==> src/rtl/dom_ori_hist_7x7.sv <==
// Dominant-orientation finder for a 7x7 window of angles: 36-bin histogram, then linear argmax scan.
// Optional macro DOM_ORI_CLAMP_EN: out-of-range angles (360..511) land in bin 35 instead of being dropped.
module dom_ori_hist_7x7 (
    input  logic       iclk,
    input  logic       irst_n,
    input  logic       ivalid,
    input  logic [8:0] idata0,
    input  logic [8:0] idata1,
    input  logic [8:0] idata2,
    input  logic [8:0] idata3,
    input  logic [8:0] idata4,
    input  logic [8:0] idata5,
    input  logic [8:0] idata6,
    output logic       obusy,
    output logic       ovalid,
    output logic [8:0] oorient,
    output logic [5:0] ocount
);

    typedef enum logic [1:0] {IDLE, ACCUM, SEARCH, DONE} state_t;

    state_t      r_state;
    state_t      w_nextState;
    logic [2:0]  r_colCnt;
    logic [5:0]  r_scanIdx;
    logic [5:0]  r_hist [36];
    logic [5:0]  r_maxCnt;
    logic [5:0]  r_maxBin;
    logic [8:0]  r_oorient;
    logic [5:0]  r_ocount;

    logic [8:0]  w_angle [7];
    logic [5:0]  w_bin   [7];
    logic        w_binOk [7];
    logic [2:0]  w_inc   [36];
    logic        w_accept;
    logic        w_lastCol;
    logic        w_scanEnd;
    logic [5:0]  w_scanCnt;

    assign w_angle[0] = idata0;
    assign w_angle[1] = idata1;
    assign w_angle[2] = idata2;
    assign w_angle[3] = idata3;
    assign w_angle[4] = idata4;
    assign w_angle[5] = idata5;
    assign w_angle[6] = idata6;

    assign w_accept  = ivalid && ((r_state == IDLE) || (r_state == ACCUM));
    assign w_lastCol = (r_colCnt == 3'd6);
    assign w_scanEnd = (r_scanIdx == 6'd36);
    assign w_scanCnt = w_scanEnd ? 6'd0 : r_hist[r_scanIdx];

    always_comb begin
        for (int k = 0; k < 7; k++) begin
            w_binOk[k] = 1'b1;
            w_bin[k]   = 6'(w_angle[k] / 9'd10);
            if (w_angle[k] >= 9'd360) begin
`ifdef DOM_ORI_CLAMP_EN
                w_bin[k]   = 6'd35;
`else
                w_binOk[k] = 1'b0;
                w_bin[k]   = 6'd0;
`endif
            end
        end
    end

    // Per-bin increment for the incoming column (0..7 hits per bin).
    always_comb begin
        for (int b = 0; b < 36; b++) begin
            w_inc[b] = 3'd0;
            for (int k = 0; k < 7; k++) begin
                if (w_binOk[k] && (w_bin[k] == 6'(b))) begin
                    w_inc[b] = w_inc[b] + 3'd1;
                end
            end
        end
    end

    always_ff @(posedge iclk) begin
        if (!irst_n) begin
            r_state <= IDLE;
        end else begin
            r_state <= w_nextState;
        end
    end

    always_comb begin
        w_nextState = r_state;
        case (r_state)
            IDLE:    if (w_accept) w_nextState = ACCUM;
            ACCUM:   if (w_accept && w_lastCol) w_nextState = SEARCH;
            SEARCH:  if (w_scanEnd) w_nextState = DONE;
            DONE:    w_nextState = IDLE;
            default: w_nextState = IDLE;
        endcase
    end

    always_comb begin
        obusy  = (r_state == SEARCH) || (r_state == DONE);
        ovalid = (r_state == DONE);
    end

    always_ff @(posedge iclk) begin
        if (!irst_n || (r_state == DONE)) begin
            for (int b = 0; b < 36; b++) begin
                r_hist[b] <= 6'd0;
            end
        end else if (w_accept) begin
            for (int b = 0; b < 36; b++) begin
                r_hist[b] <= r_hist[b] + 6'(w_inc[b]);
            end
        end
    end

    // The scan spends one extra cycle at index 36 to latch the final maximum into the outputs.
    always_ff @(posedge iclk) begin
        if (!irst_n) begin
            r_colCnt  <= 3'd0;
            r_scanIdx <= 6'd0;
            r_maxCnt  <= 6'd0;
            r_maxBin  <= 6'd0;
            r_oorient <= 9'd0;
            r_ocount  <= 6'd0;
        end else begin
            if (w_accept) begin
                r_colCnt <= w_lastCol ? 3'd0 : r_colCnt + 3'd1;
            end
            if (r_state == SEARCH) begin
                if (!w_scanEnd) begin
                    if (w_scanCnt > r_maxCnt) begin
                        r_maxCnt <= w_scanCnt;
                        r_maxBin <= r_scanIdx;
                    end
                    r_scanIdx <= r_scanIdx + 6'd1;
                end else begin
                    r_oorient <= 9'(r_maxBin) * 9'd10;
                    r_ocount  <= r_maxCnt;
                end
            end
            if (r_state == DONE) begin
                r_scanIdx <= 6'd0;
                r_maxCnt  <= 6'd0;
                r_maxBin  <= 6'd0;
            end
        end
    end

    assign oorient = r_oorient;
    assign ocount  = r_ocount;

endmodule

==> config.mk <==
export PLATFORM = sky130hd
export DESIGN_NAME = dom_ori_hist_7x7
export DESIGN_NICKNAME = d
export VERILOG_FILES = /design/src/rtl/dom_ori_hist_7x7.sv
export SDC_FILE = /design/constraint.sdc
export NUM_CORES = 1
export LEC_CHECK = 0
export BUFFER_PORTS_ARGS = -buffer_cell sky130_fd_sc_hd__buf_2
export CELL_PAD_IN_SITES_DETAIL_PLACEMENT = 1
export CELL_PAD_IN_SITES_GLOBAL_PLACEMENT = 1
export CORE_MARGIN = 2
export CORE_UTILIZATION = 46
export DETAILED_ROUTE_END_ITERATION = 8
export PLACE_DENSITY_LB_ADDON = 0.1
export SETUP_SLACK_MARGIN = 0.3
export SLEW_MARGIN = 15
export SYNTH_ARGS = -nofsm -noshare
export SYNTH_HDL_FRONTEND = slang
export SYNTH_SLANG_ARGS = --single-unit
==> constraint.sdc <==
create_clock -name iclk -period 7.75 [get_ports iclk]
set_clock_uncertainty 0.2 [all_clocks]
set_input_delay 0.775 -clock iclk [delete_from_list [all_inputs] [get_ports iclk]]
set_output_delay 0.775 -clock iclk [all_outputs]
set_load 0.03 [all_outputs]
==> qor.yml, run 1 <==
detailed_routing:
  drtIter0Drc: 2240
  firstDrtPassIters: 7
  ant_nets: 0
  vias_per_cell: 6.030
  detail_route.wl_per_cell_um: 22.78
  vias: 30060
  drt-total-wl_um: 113500
  drcViolationCount: 6
outcome:
  status: "finished, violations left"
  failed_checks: "DRC"
layout:
  layout_commonest_cell: "nand2_1"
  fin_cells: 4984
  layout_common_cells: "394 x nand2_1, 391 x ha_1, 363 x nor2_1"
  areaGrowthSynthToFinish_pct: 9.623
  fin_nets: 4501
  insertedDiodeCount: 0
  drive_above_1_share: 0.1401
sta:
  worstMarginPinSlew_ns: 1.092
  maxSlewHeadroom: 0.2683
  hold_violations: 0
  fmax_mhz: 141.4
  setup_viol: 0
  period_share: 0.9128
  slew_viol_final: 0
  rsz0062_at_grt: "yes"
  post-route-min-period_ns: 7.074
floorplanning:
  coreArea_mm2: 0.07308
  die_w_um: 275.8
  row_count: 99
  die_area_mm2: 0.07607
  ioPinCount: 83
  initial_utilization: 0.4650
  die_h_um: 275.8
worst_setup_path:
  cp-startpoint: "idata0[8]"
  path_class: "in -> reg"
  path_buf_inv: 3
  worstSetupEndpointType: "register"
  cpLargestDelayFamily: "adder cells"
  critPathLaunchType: "input port"
  r2r_end: "r_maxBin[2]"
  slowest_stage: "fa_1"
  crit_top_cell: "ha_1"
  worst_ep_arrival_time_ns: 7.15
  reg2reg_depth: 14
  worstPathRequired_ns: 7.83
  worstPathMaxFanout: 8
  reg2reg_slack_ns: 2.54
  max_stage_delay_ns: 0.44
job:
  drv_cap: 0
pwr:
  p_int_w: 0.003699
  power_switching_w: 0.002449
  swShare: 0.3983
  peakVddDrop_mv: 0.2059
  total_power_w: 0.006148
  leakage_nw: 16.33
  p_seq_frac: 0.385
  pwr-share-comb: 0.410
  p_clk_frac: 0.205
  p_per_area_mw_per_mm2: 165.0
synth:
  syn-mean-instance-area_um2: 8.714
  syn_inst: 3900
  synth.largest_area_cell: "edfxtp_1"
  yosysSeqAreaShare: 0.2162
  ys.flop_type: "edfxtp_1"
  synthesis.nets: 4394
  synth_area_mm2: 0.03399
  synth_cell_types: 118
  ys_seq_elements: 259
  async_reset_ff_frac: 0
  synth-edff-count: 216
  yosys_warnings: 0
  netlist.area_leader.share: 0.1908
  synth_area_leaders: "edfxtp_1 19%, ha_1 14%, xnor2_1 7.6%"
hold_path:
  min_path_cells: 2
  hold-path-endpoint: "oorient[8]"
  hp-class: "reg -> reg"
  min_from: "oorient[8]"
cts:
  cts_tree: "done"
  cts.path.max_buffers: 3
  cts_root_buf: "clkbuf_16"
  htreeDepth: 1
  clkTransAtPathRegs_ns: 0.06
  clk_latency_ns: 0.56
  cts_buffers: 25
  cts_num_sinks: 259
global_route:
  grt_pass1_vias: 30240
  grt_pass1_wl_um: 174000
  grtUsageTotal: 0.2963
  overflow: 0
  grt_antenna_before_repair: 4
  grt_max_degree: 167
place:
  dp_cells: 4938
  dp_hpwl_um: 90530
  portBuffers: 74
  globalplace.congestion: 0.9435
state kept, by name, indices dropped and copies added (netlist names), named ones only:
name	flops
r_state	2
r_maxCnt	6
r_maxBin	6
oorient	8
r_colCnt	3
r_hist	216
ocount	6
r_scanIdx	6
synth_stat cells (all sizes together), types with 11 or more instances:
library cell    n
nand2         397
ha            391
nor2          369
xnor2         300
edfxtp        216
nand3         209
a21oi         207
xor2          172
inv           163
clkbuf        143
nor3          107
and3          106
o21ai         106
mux2           75
nor2b          74
mux4           67
mux2i          51
buf            48
nand2b         47
dfxtp          43
fa             37
and2           36
or3            33
o211ai         31
nand4          30
a31oi          28
o21a           27
nor4           24
xnor3          24
a211oi         20
o31ai          20
a21o           18
or2            16
a21boi         15
nor3b          13
o22ai          13
a22oi          12
o32ai          12
a211o          11
cell families after synthesis:
family,count (synthesis),share of synthesized area
buf+inv,355,0.04123
other cells,1,0.0001103
compound gates,648,0.1287
flops,259,0.2162
fa+ha+maj,432,0.1669
simple gates,1510,0.2190
xor+xnor,502,0.1435
mux,193,0.08438
repair_timing:
action	in CTS	in global routing
hold buffers	0	0
endpoints found under the setup margin	0	41
hold endpoints to repair	0	0
resized for setup	0	22
buffers inserted	0	1
how the worst max path moves through the flow:
stage                         end  slack (ns)  depth (start not counted)
detailed placement  r_hist[31][5]       -0.04                         33
CTS                 r_hist[31][5]        0.52                         33
floorplan            r_hist[9][3]        0.46                         31
global route        r_hist[31][5]        0.25                         33
finish              r_hist[20][4]        0.68                         28
global placement    r_hist[18][5]        0.09                         34
layer usage:
layer / GRT usage / share of wire
met1: 0.4047 / 0.45
met2: 0.5053 / 0.47
met3: 0.02984 / 0.049
met4: 0.06763 / 0.026
met5: 0 / 0
tightest hold or removal path, cell delays in order, from the launching register on:
cell and delay (ns):
dfxtp_1 0.30, nand2_1 0.05, a21oi_1 0.05
stage by stage:
stage	setup TNS [ns]	utilization	hold WS [ns]	cell area (um^2)	worst slack (ns)
final	0	0.5098	0.2484	37260	0.6762
after global routing	0	0.5098	0.2679	37260	0.2463
after CTS	0	0.5085	0.2495	37160	0.5247
after detailed placement	-0.03881	0.4977	0.2404	36370	-0.03881
after global placement	0	0.4977	0.2385	36370	0.09400
after floorplan	0	-	0.2453	33990	0.4598
final cells by class:
| class | instances | area [um^2] |
|---|---|---|
| inverter | 164 | 615.6 |
| clock buffer | 37 | 695.7 |
| timing repair buffer | 271 | 1914 |
| multi-input combinational | 3286 | 25380 |
| fill | 8675 | 35830 |
| clock inverter | 8 | 96.34 |
| tap | 959 | 1200 |
| sequential | 259 | 7352 |
power groups by stage:
stage / Sequential (W) / Combinational [W] / Clock, W
after floorplan: 0.00228 / 0.00174 / 0
after global placement: 0.00237 / 0.00240 / 0
after detailed placement: 0.00239 / 0.00248 / 0
after CTS: 0.00237 / 0.00250 / 0.00128
after global routing: 0.00244 / 0.00276 / 0.00133
final: 0.00237 / 0.00252 / 0.00126
Power figures use the tool's default switching activity.
==> run 2: changes to the inputs <==
--- a/config.mk
+++ b/config.mk
@@ -10,6 +10,7 @@
 export CELL_PAD_IN_SITES_GLOBAL_PLACEMENT = 1
 export CORE_MARGIN = 2
 export CORE_UTILIZATION = 46
+export CTS_BUF_LIST = sky130_fd_sc_hd__clkbuf_4 sky130_fd_sc_hd__clkbuf_8
 export DETAILED_ROUTE_END_ITERATION = 8
 export PLACE_DENSITY_LB_ADDON = 0.1
 export SETUP_SLACK_MARGIN = 0.3
==> qor.yml, run 2 (same netlist as run 1, synthesis figures left out) <==
pwr:
  p_seq_frac: 0.388
  p_per_area_mw_per_mm2: 163.6
  swShare: 0.4076
  pwr-share-comb: 0.411
  leakage_nw: 16.35
  p_clk_frac: 0.200
  peakVddDrop_mv: 0.2345
  power_switching_w: 0.002484
  total_power_w: 0.006094
  p_int_w: 0.003611
cts:
  clkTransAtPathRegs_ns: 0.07
  cts_buffers: 42
  clk_latency_ns: 0.59
  htreeDepth: 2
  cts.path.max_buffers: 3
  cts_hold_buf: 0
  cts_tree: "done"
  cts_root_buf: "clkbuf_8"
  cts_num_sinks: 259
detailed_routing:
  drcViolationCount: 6
  detail_route.wl_per_cell_um: 22.64
  drtIter0Drc: 2308
  ant_nets: 0
  firstDrtPassIters: 7
  vias: 30030
  drt-total-wl_um: 113600
  vias_per_cell: 5.985
sta:
  post-route-min-period_ns: 7.090
  setup-tns-final_ns: 0
  period_share: 0.9148
  hold_violations: 0
  maxSlewHeadroom: 0.2646
  worstMarginPinSlew_ns: 1.097
  fmax_mhz: 141.0
  slew_viol_final: 0
  setup_viol: 0
  rsz0062_at_grt: "yes"
floorplanning:
  coreArea_mm2: 0.07308
  die_area_mm2: 0.07607
  die_h_um: 275.8
  die_w_um: 275.8
  row_count: 99
  ioPinCount: 83
  initial_utilization: 0.4650
worst_setup_path:
  worst_ep_arrival_time_ns: 7.19
  crit_top_cell: "ha_1"
  worstPathRequired_ns: 7.85
  max_stage_delay_ns: 0.44
  path_class: "in -> reg"
  worstSetupEndpointType: "register"
  slowest_stage: "fa_1"
  critPathLaunchType: "input port"
  worstPathMaxFanout: 13
global_route:
  grt_antenna_before_repair: 5
  grt_pass1_wl_um: 174000
  grtUsageTotal: 0.2971
  grt_use_met3: 0.03341
  top_usage_layer: "met2"
  overflow: 0
  grt_pass1_vias: 30240
  grtUsageMet1: 0.4070
  grt_max_degree: 167
  use_met2: 0.5036
place:
  placed_cell_area_mm2: 0.03637
  dp_hpwl_um: 90530
  globalplace.congestion: 0.9435
  portBuffers: 74
layout:
  layout_commonest_cell: "nand2_1"
  fin_nets: 4518
  top_register: "r_hist"
  drive_above_1_share: 0.1442
  layout_common_cells: "394 x nand2_1, 391 x ha_1, 364 x nor2_1"
  areaGrowthSynthToFinish_pct: 9.590
  largest_register_ffs: 216
  fin_util: 0.5096
  design_area_mm2: 0.03725
hold_path:
  hp-class: "reg -> reg"
outcome:
  failed_checks: "DRC"
  status: "finished, violations left"
job:
  drv_cap: 0
==> run 2: power by group through the flow <==
stage                     Combinational (W)  Clock [W]  Sequential [W]
after global placement              0.00240          0         0.00237
after floorplan                     0.00174          0         0.00228
after detailed placement            0.00248          0         0.00239
after CTS                           0.00249    0.00125         0.00237
final                               0.00251    0.00122         0.00237
after global routing                0.00275    0.00131         0.00244
==> run 2: what timing repair did <==
item                                    CTS  global route
endpoints found under the setup margin    0            31
setup buffers                             0             1
resized for setup                         0            16
==> run 2: final timing paths <==
path                    from       endpoint  slack, ns  depth (start not counted)
setup reg to reg    register    r_maxCnt[5]       2.62                         15
hold / removal    oorient[8]     oorient[8]       0.25                          2
setup / recovery   idata0[6]  r_hist[20][4]       0.66                         28
hold reg to reg   oorient[8]     oorient[8]       0.25                          2
==> run 2: area by class of cell <==
cell class                      count  area, um^2
Multi-Input combinational cell   3286       25360
Clock buffer                       60       725.7
Tap cell                          959        1200
Antenna cell                        1       2.502
Sequential cell                   259        7352
Inverter                          164       615.6
Clock inverter                     17       80.08
Fill cell                        8703       35840
Timing Repair Buffer              271        1912
==> run 2: metrics by stage <==
| stage | cells | hold WS [ns] | worst slack (ns) |
|---|---|---|---|
| 2_1_floorplan | 3900 | 0.2453 | 0.4598 |
| 3_3_place_gp | 4938 | 0.2385 | 0.09400 |
| 3_5_place_dp | 4938 | 0.2404 | -0.03881 |
| 4_1_cts | 5015 | 0.2420 | 0.5672 |
| 5_1_grt | 5017 | 0.2685 | 0.2265 |
| 6_report | 5017 | 0.2479 | 0.6599 |
==> run 2: critical path: cells and delay by family <==
| kind | cells | cell delay (ns) |
|---|---|---|
| mux | 4 | 1.13 |
| simple gates | 5 | 0.51 |
| compound gates | 7 | 1.43 |
| fa+ha+maj | 7 | 2.24 |
| xor+xnor | 2 | 0.44 |
| buf+inv | 3 | 0.63 |
==> run 2: metal layers <==
layer / share of wire / vias to the layer above
li1: - / 14240
met1: 0.46 / 15070
met2: 0.47 / 607
met3: 0.049 / 115
met4: 0.022 / 0
met5: 0 / -
